===== config.mk =====
export PLATFORM = sky130hd
export DESIGN_NAME = alu_mul_sequencer
export DESIGN_NICKNAME = d
export VERILOG_FILES = /design/src/rtl/alu_mul_sequencer.sv
export SDC_FILE = /design/constraint.sdc
export NUM_CORES = 1
export LEC_CHECK = 0
export ABC_AREA = 0
export CORE_MARGIN = 5
export CORE_UTILIZATION = 45
export DETAILED_ROUTE_END_ITERATION = 7
export GPL_TIMING_DRIVEN = 0
export HOLD_SLACK_MARGIN = 0.12
export PLACE_DENSITY = 0.8
export SYNTH_ARGS = -nofsm -noshare
export SYNTH_HDL_FRONTEND = slang
export SYNTH_SLANG_ARGS = --single-unit
export TNS_END_PERCENT = 30

===== constraint.sdc =====
create_clock -name Clock -period 2.1 [get_ports Clock]
set_clock_uncertainty 0.15 [all_clocks]
set_input_delay 0.525 -clock Clock [delete_from_list [all_inputs] [get_ports Clock]]
set_output_delay 0.525 -clock Clock [all_outputs]
set_load 0.05 [all_outputs]

===== src/rtl/alu_mul_sequencer.sv =====
// Shift-add unsigned multiplier that borrows the shared ALU one operation per cycle.
// Product is the low DATA_W bits of OpA*OpB.
//
//  state  | meaning
//  IDLE   | waiting for Start, ALU driven with a harmless pass-A of zero
//  ADD    | prod += mcand through the ALU
//  SHL    | mcand <<= 1 through the ALU
//  SHR    | mplier >>= 1 through the ALU, decide next step or finish
//  DONE   | one-cycle result strobe, then back to IDLE
module alu_mul_sequencer #(
   parameter int DATA_W   = 32,
   parameter int ITER_MAX = 32
) (
   input  logic              Clock,
   input  logic              Reset,
   input  logic              Start,
   input  logic [DATA_W-1:0] OpA,
   input  logic [DATA_W-1:0] OpB,
   output logic              Busy,
   output logic              Done,
   output logic [DATA_W-1:0] Product,
   output logic [DATA_W-1:0] ALU_A,
   output logic [DATA_W-1:0] ALU_B,
   output logic [4:0]        ALU_FunSel,
   output logic              ALU_WF,
   input  logic [DATA_W-1:0] ALUOut
);

   localparam logic [4:0] FS_PASS = 5'b10000;
   localparam logic [4:0] FS_ADD  = 5'b10100;
   localparam logic [4:0] FS_LSL  = 5'b11011;
   localparam logic [4:0] FS_LSR  = 5'b11100;
   localparam logic [5:0] ITER_LAST = 6'(ITER_MAX);

   typedef enum logic [2:0] {
      S_IDLE,
      S_ADD,
      S_SHL,
      S_SHR,
      S_DONE
   } state_t;

   state_t            state, state_nxt;
   logic [DATA_W-1:0] mcand, mcand_nxt;
   logic [DATA_W-1:0] mplier, mplier_nxt;
   logic [DATA_W-1:0] prod, prod_nxt;
   logic [5:0]        iter, iter_nxt;

   always_ff @(posedge Clock or negedge Reset) begin
      if (!Reset) begin
         state  <= S_IDLE;
         mcand  <= '0;
         mplier <= '0;
         prod   <= '0;
         iter   <= '0;
      end else begin
         state  <= state_nxt;
         mcand  <= mcand_nxt;
         mplier <= mplier_nxt;
         prod   <= prod_nxt;
         iter   <= iter_nxt;
      end
   end

   always_comb begin
      state_nxt  = state;
      mcand_nxt  = mcand;
      mplier_nxt = mplier;
      prod_nxt   = prod;
      iter_nxt   = iter;
      ALU_A      = '0;
      ALU_B      = '0;
      ALU_FunSel = FS_PASS;
      case (state)
         S_IDLE: begin
            if (Start) begin
               mcand_nxt  = OpA;
               mplier_nxt = OpB;
               prod_nxt   = '0;
               iter_nxt   = '0;
               if (OpB == '0)  state_nxt = S_DONE;
               else if (OpB[0]) state_nxt = S_ADD;
               else             state_nxt = S_SHL;
            end
         end
         S_ADD: begin
            ALU_A      = prod;
            ALU_B      = mcand;
            ALU_FunSel = FS_ADD;
            prod_nxt   = ALUOut;
            state_nxt  = S_SHL;
         end
         S_SHL: begin
            ALU_A      = mcand;
            ALU_FunSel = FS_LSL;
            mcand_nxt  = ALUOut;
            state_nxt  = S_SHR;
         end
         S_SHR: begin
            ALU_A      = mplier;
            ALU_FunSel = FS_LSR;
            mplier_nxt = ALUOut;
            iter_nxt   = iter + 6'd1;
            // The iteration bound is a safety net; a nonzero multiplier always empties first.
            if (ALUOut == '0 || iter_nxt == ITER_LAST) state_nxt = S_DONE;
            else if (ALUOut[0])                        state_nxt = S_ADD;
            else                                       state_nxt = S_SHL;
         end
         S_DONE: state_nxt = S_IDLE;
         default: state_nxt = S_IDLE;
      endcase
   end

   assign Busy    = (state != S_IDLE);
   assign Done    = (state == S_DONE);
   assign Product = prod;
   assign ALU_WF  = 1'b0;

endmodule


* Word level (Yosys, flattened, before mapping)
Index checks and enable logic that the tools add are counted.
** Cells by class
- Add/subtract/negate cells :: 1
- Mux-type cells :: 17
- Eq/ne operators :: 6
- Reduce and logical (&&, ||, !) cells :: 11
** Operators with widths (count)
- $pmux 32 s2 :: 3
- $mux 32 :: 4
- $pmux 32 s3 :: 1
- $logic_not 32->1 :: 2
- $pmux 3 s4 :: 1
- $pmux 4 s3 :: 1
- $pmux 6 s2 :: 1
- $mux 3 :: 3
- $add 6x1->6 const B :: 1
- $eq 3x2->1 const B :: 2
- $eq 6x6->1 const B :: 1
- $mux 6 :: 1
- $reduce_and 2->1 :: 3
- $reduce_bool 2->1 :: 3
- $mux 2 :: 2
- $eq 3x1->1 const B :: 1
- $eq 3x3->1 const B :: 1
- $logic_not 3->1 :: 1
- $reduce_bool 3->1 :: 1
- $ne 2x2->1 const B :: 1
- $logic_or 1x1->1 :: 1
** Word-level totals
- Word-level logic and storage cells :: 40
- Bits in registers :: 105

* Depth between registers and ports, before layout
- Depth in word-level cells :: 5
- Gate-level depth with buffers :: 8
- Gate-level depth less buffers :: 5

* Worst setup path after synthesis
OpenSTA, ideal clock, no wires.
- Kind :: flip-flop to output port
- Start :: register state[2]
- End :: output port ALU_FunSel[1]
- Slack :: -0.862 ns
- Path buffers :: 4
- Stages on the path, launching flop included :: 7
- Arrival time :: 2.287 ns
- Data required time :: 1.425 ns
- Path through :: dfrtp_1 buf_2 nor2b_1 and2b_1 buf_2 buf_2 buf_4
** Between the ends
- Longest elaborated chain between the ends :: 2
** Ends and longest elaborated chain
- start: declaration :: line 43 : state_t state, state_nxt;
- start signal: assignment :: line 57 : state <= state_nxt;
- $eq 3x2->1 or $eq 3x1->1 (tied branches) :: line 74 : case (state)
- $pmux 4 s3 (*) :: line 74
- end: declaration :: line 24 : output logic [4:0] ALU_FunSel,
Mark *: on every way between the ends. The rest lies on a longest branch, timed or not.

* Final worst setup path
- Start :: register state[2]
- End :: output port ALU_B[28]
** Between the ends
- Longest elaborated chain between the ends :: 2
** Ends and longest elaborated chain
- $eq 3x1->1 :: line 74
- $mux 32 :: line 74
- end: declaration :: line 23 : output logic [DATA_W-1:0] ALU_B,
Every way passes these cells.

==> metrics.txt <==
outcome=complete, but fails checks; failing checks=negative setup slack; Crit. End Element=output port; vias in the first global route=6252; drt total wl=23260 um; Num CTS Buffers=9; fillcell total=927; Multi-input gate area=3308 um^2; mean routed wirelength per cell=21.19 um; Syn Nets=788; Min-Delay Path Class=register to register; Post-Synthesis Cells=688; Register Area=2628 um^2; Fin Setup TNS=-26.70 ns; final worst slack=-0.4374 ns; final net count=1021; synthesis-to-layout area growth=61.41%; leakage power=4.148 nW; Least-Margin Pin Slew=0.6894 ns; Final Hold Vio Count=0; total power draw=17.90 mW; Top Ports=203; Top Family by Delay on Critical Path=buffers and inverters; CP max FO=8; DP Area=8363 um^2; Tcrit/Tclk final=120.8%; Crit path buffers/inverters=4; Final HPWL DP=15840 um; grt ovf=0; peak supply drop=1.279 mV; RSZ-0062 raised after global routing=true; first-pass GRT wire length=35620 um; hold slack=0.3807 ns; core area=12720 um^2; clock slew at reported path FFs=0.07 ns; commonest non-fill, non-tap cells in the layout=nand2_1 (170), dfrtp_1 (105), clkdlybuf4s50_1 (97), o21ai_0 (52), buf_6 (41); die area=15480 um^2; Clock Sinks=105; largest cells by area after synthesis=dfrtp_1 (45%), nand2_1 (11%), mux2_2 (6.1%); cell count after placement=1061; sequential fraction of the synthesis area=44.60%; layout cell share with drive strength beyond 1=31.32%; DRC=0; htree depth=3; Max Root-Sink Buffers=2; Max Fclk=0.3941 GHz; Final Max Slew Viols=0; routed vias/inst=5.735; ant diodes=0; Req. time, crit path=1.42 ns; Synthesis Warnings=0; Initial Util=46.30%; power density of the placed cells=1882 nW/um^2; post-route cell area=9508 um^2; largest area contributor in the netlist=dfrtp_1; Worst Setup Path Type=register to output port; DRT Pass-1 Iters=6; Seq cells post-synth=105; Worst-Skew Late Latency=0.35 ns; GR Util All Layers=28.65%; Slowest-stage cell, CP=dfrtp_1; post-route ant nets=0; Starting DRT DRC Count=654; commonest non-fill, non-tap cell in the layout=nand2_1; largest net degree at the start of global routing=56; Max-slew headroom=54.04%; Critical Path Start Type=register; antenna violations before repair=0; Largest stage delay, worst path=0.39 ns; Final Wtd Congestion=0.8846; Final setup viols=72; Synth Cell Area=5891 um^2; number of buffers added on ports=200; row cnt=41; crit path time final=2.537 ns; MaxCap Viol Count=0; final cell count without fillers=1098; Die Ht=124.4 um; Yosys top cell area share=44.60%; Vias=6297; CP Cell Sequence=buf_8 -> nor2b_4 -> nor2b_4 -> buf_12 -> clkbuf_16 -> and2_4 -> buf_8; DIE WIDTH=124.4 um; Synth cell types=37; TritonCTS clock tree=yes; CP arrival=1.86 ns; CTS root buffer=clkbuf_16; Synth Area per Inst=8.562 um^2
layer usage:
metal | share of wire, % | vias to the layer above | track usage, %
li1 | - | 2834 | -
met1 | 41 | 3061 | 39.07
met2 | 48 | 356 | 45.99
met3 | 8.2 | 46 | 4.803
met4 | 3.0 | 0 | 10.38
met5 | 0 | - | 0
metrics by stage:
| stage | utilization [%] | setup WS (ns) |
|---|---|---|
| detailed placement | 65.74 | -1.102 |
| finish | 74.73 | -0.4374 |
| floorplan | - | -0.2027 |
| global placement | 65.54 | -3.738 |
| global route | 74.73 | -0.4761 |
| CTS | 73.01 | -0.3912 |
worst paths after layout:
check                                     start                       to  slack (ns)  depth (start not counted)
hold / removal              iter[1]$_DFFE_PN0P_      iter[1]$_DFFE_PN0P_        0.38                          2
min in group asynchronous                 Reset  Product[15]$_DFFE_PN0P_        0.63                          2
max in group asynchronous                 Reset    mplier[1]$_DFFE_PN0P_        0.44                          3
setup / recovery           state[2]$_DFFE_PN0P_                ALU_B[28]       -0.44                          7
hold reg to reg             iter[1]$_DFFE_PN0P_      iter[1]$_DFFE_PN0P_        0.38                          2
setup reg to reg           state[1]$_DFFE_PN0P_   Product[6]$_DFFE_PN0P_       -0.01                          8
Yosys cell counts:
| cell type | number |
|---|---|
| nor3b_1 | 2 |
| nand2_1 | 170 |
| and2b_1 | 1 |
| and2_2 | 1 |
| o21ai_1 | 19 |
| and2_1 | 33 |
| buf_4 | 8 |
| buf_6 | 4 |
| ha_1 | 1 |
| a31oi_1 | 32 |
| nand4_1 | 4 |
| nor4_1 | 16 |
| buf_1 | 2 |
| nor3_1 | 1 |
| or2_2 | 1 |
| o31a_1 | 1 |
| o21ai_0 | 53 |
| nor2_1 | 70 |
| nor2b_2 | 1 |
| mux2_2 | 32 |
| dfrtp_1 | 105 |
| xor2_1 | 2 |
| and3b_1 | 1 |
| conb_1 | 2 |
| nor3_4 | 1 |
| nor2b_1 | 4 |
| buf_2 | 15 |
| or3_1 | 1 |
| clkbuf_1 | 28 |
| mux2i_1 | 33 |
| o22ai_1 | 1 |
| buf_12 | 2 |
| a21oi_1 | 2 |
| inv_1 | 1 |
| and3_1 | 1 |
| a22oi_1 | 33 |
| nand3_1 | 4 |
worst reg2reg max path, cell delays in order (launching register included):
cell and delay [ns]:
dfrtp_1 0.40, buf_4 0.15, buf_4 0.15, nor3_4 0.25, nand2_1 0.13, buf_2 0.22
clkbuf_1 0.30, nand2_1 0.16, o21ai_0 0.09
cells by family after synthesis:
kind of cell / share of synthesized area, %
AOI/OAI and AO/OA: 14.15
xor gates and xnor gates: 0.2974
adders and majority gates: 0.2124
buffers and inverters: 5.714
DFF: 44.60
muxes: 11.72
other: 0.1275
and+or+nand+nor: 23.17
flip-flops by register name, summed over array words and instances (netlist names):
name,cells
state,3
mcand,32
Product,32
mplier,32
iter,6
where the power goes:
part	switching (mW)	total, mW	leakage [nW]	internal [mW]
Sequential	0.773	3.77	1.29	2.99
Combinational	7.44	12.4	2.71	4.99
Clock	0.764	1.70	0.149	0.933
area by class of cell:
type | instances | area share (%)
plain buffers | 59 | 6.251
clock buffers | 14 | 2.987
clock inverters | 2 | 0.1053
inverters | 1 | 0.03948
multi-input cells | 523 | 34.79
flip-flops and latches | 105 | 27.64
well taps | 172 | 2.263
repair buffers | 222 | 25.92
timing repair:
item                                   4_1_cts  5_1_grt
setup endpoints to repair                  104      125
resized for setup                          622       26
endpoints found under the hold margin       50        0
setup buffers                                7        7
pin swaps                                   24        2
cloned                                       2        4
hold buffers                                 1        0
No activity file was read; power rests on OpenSTA's default activity.
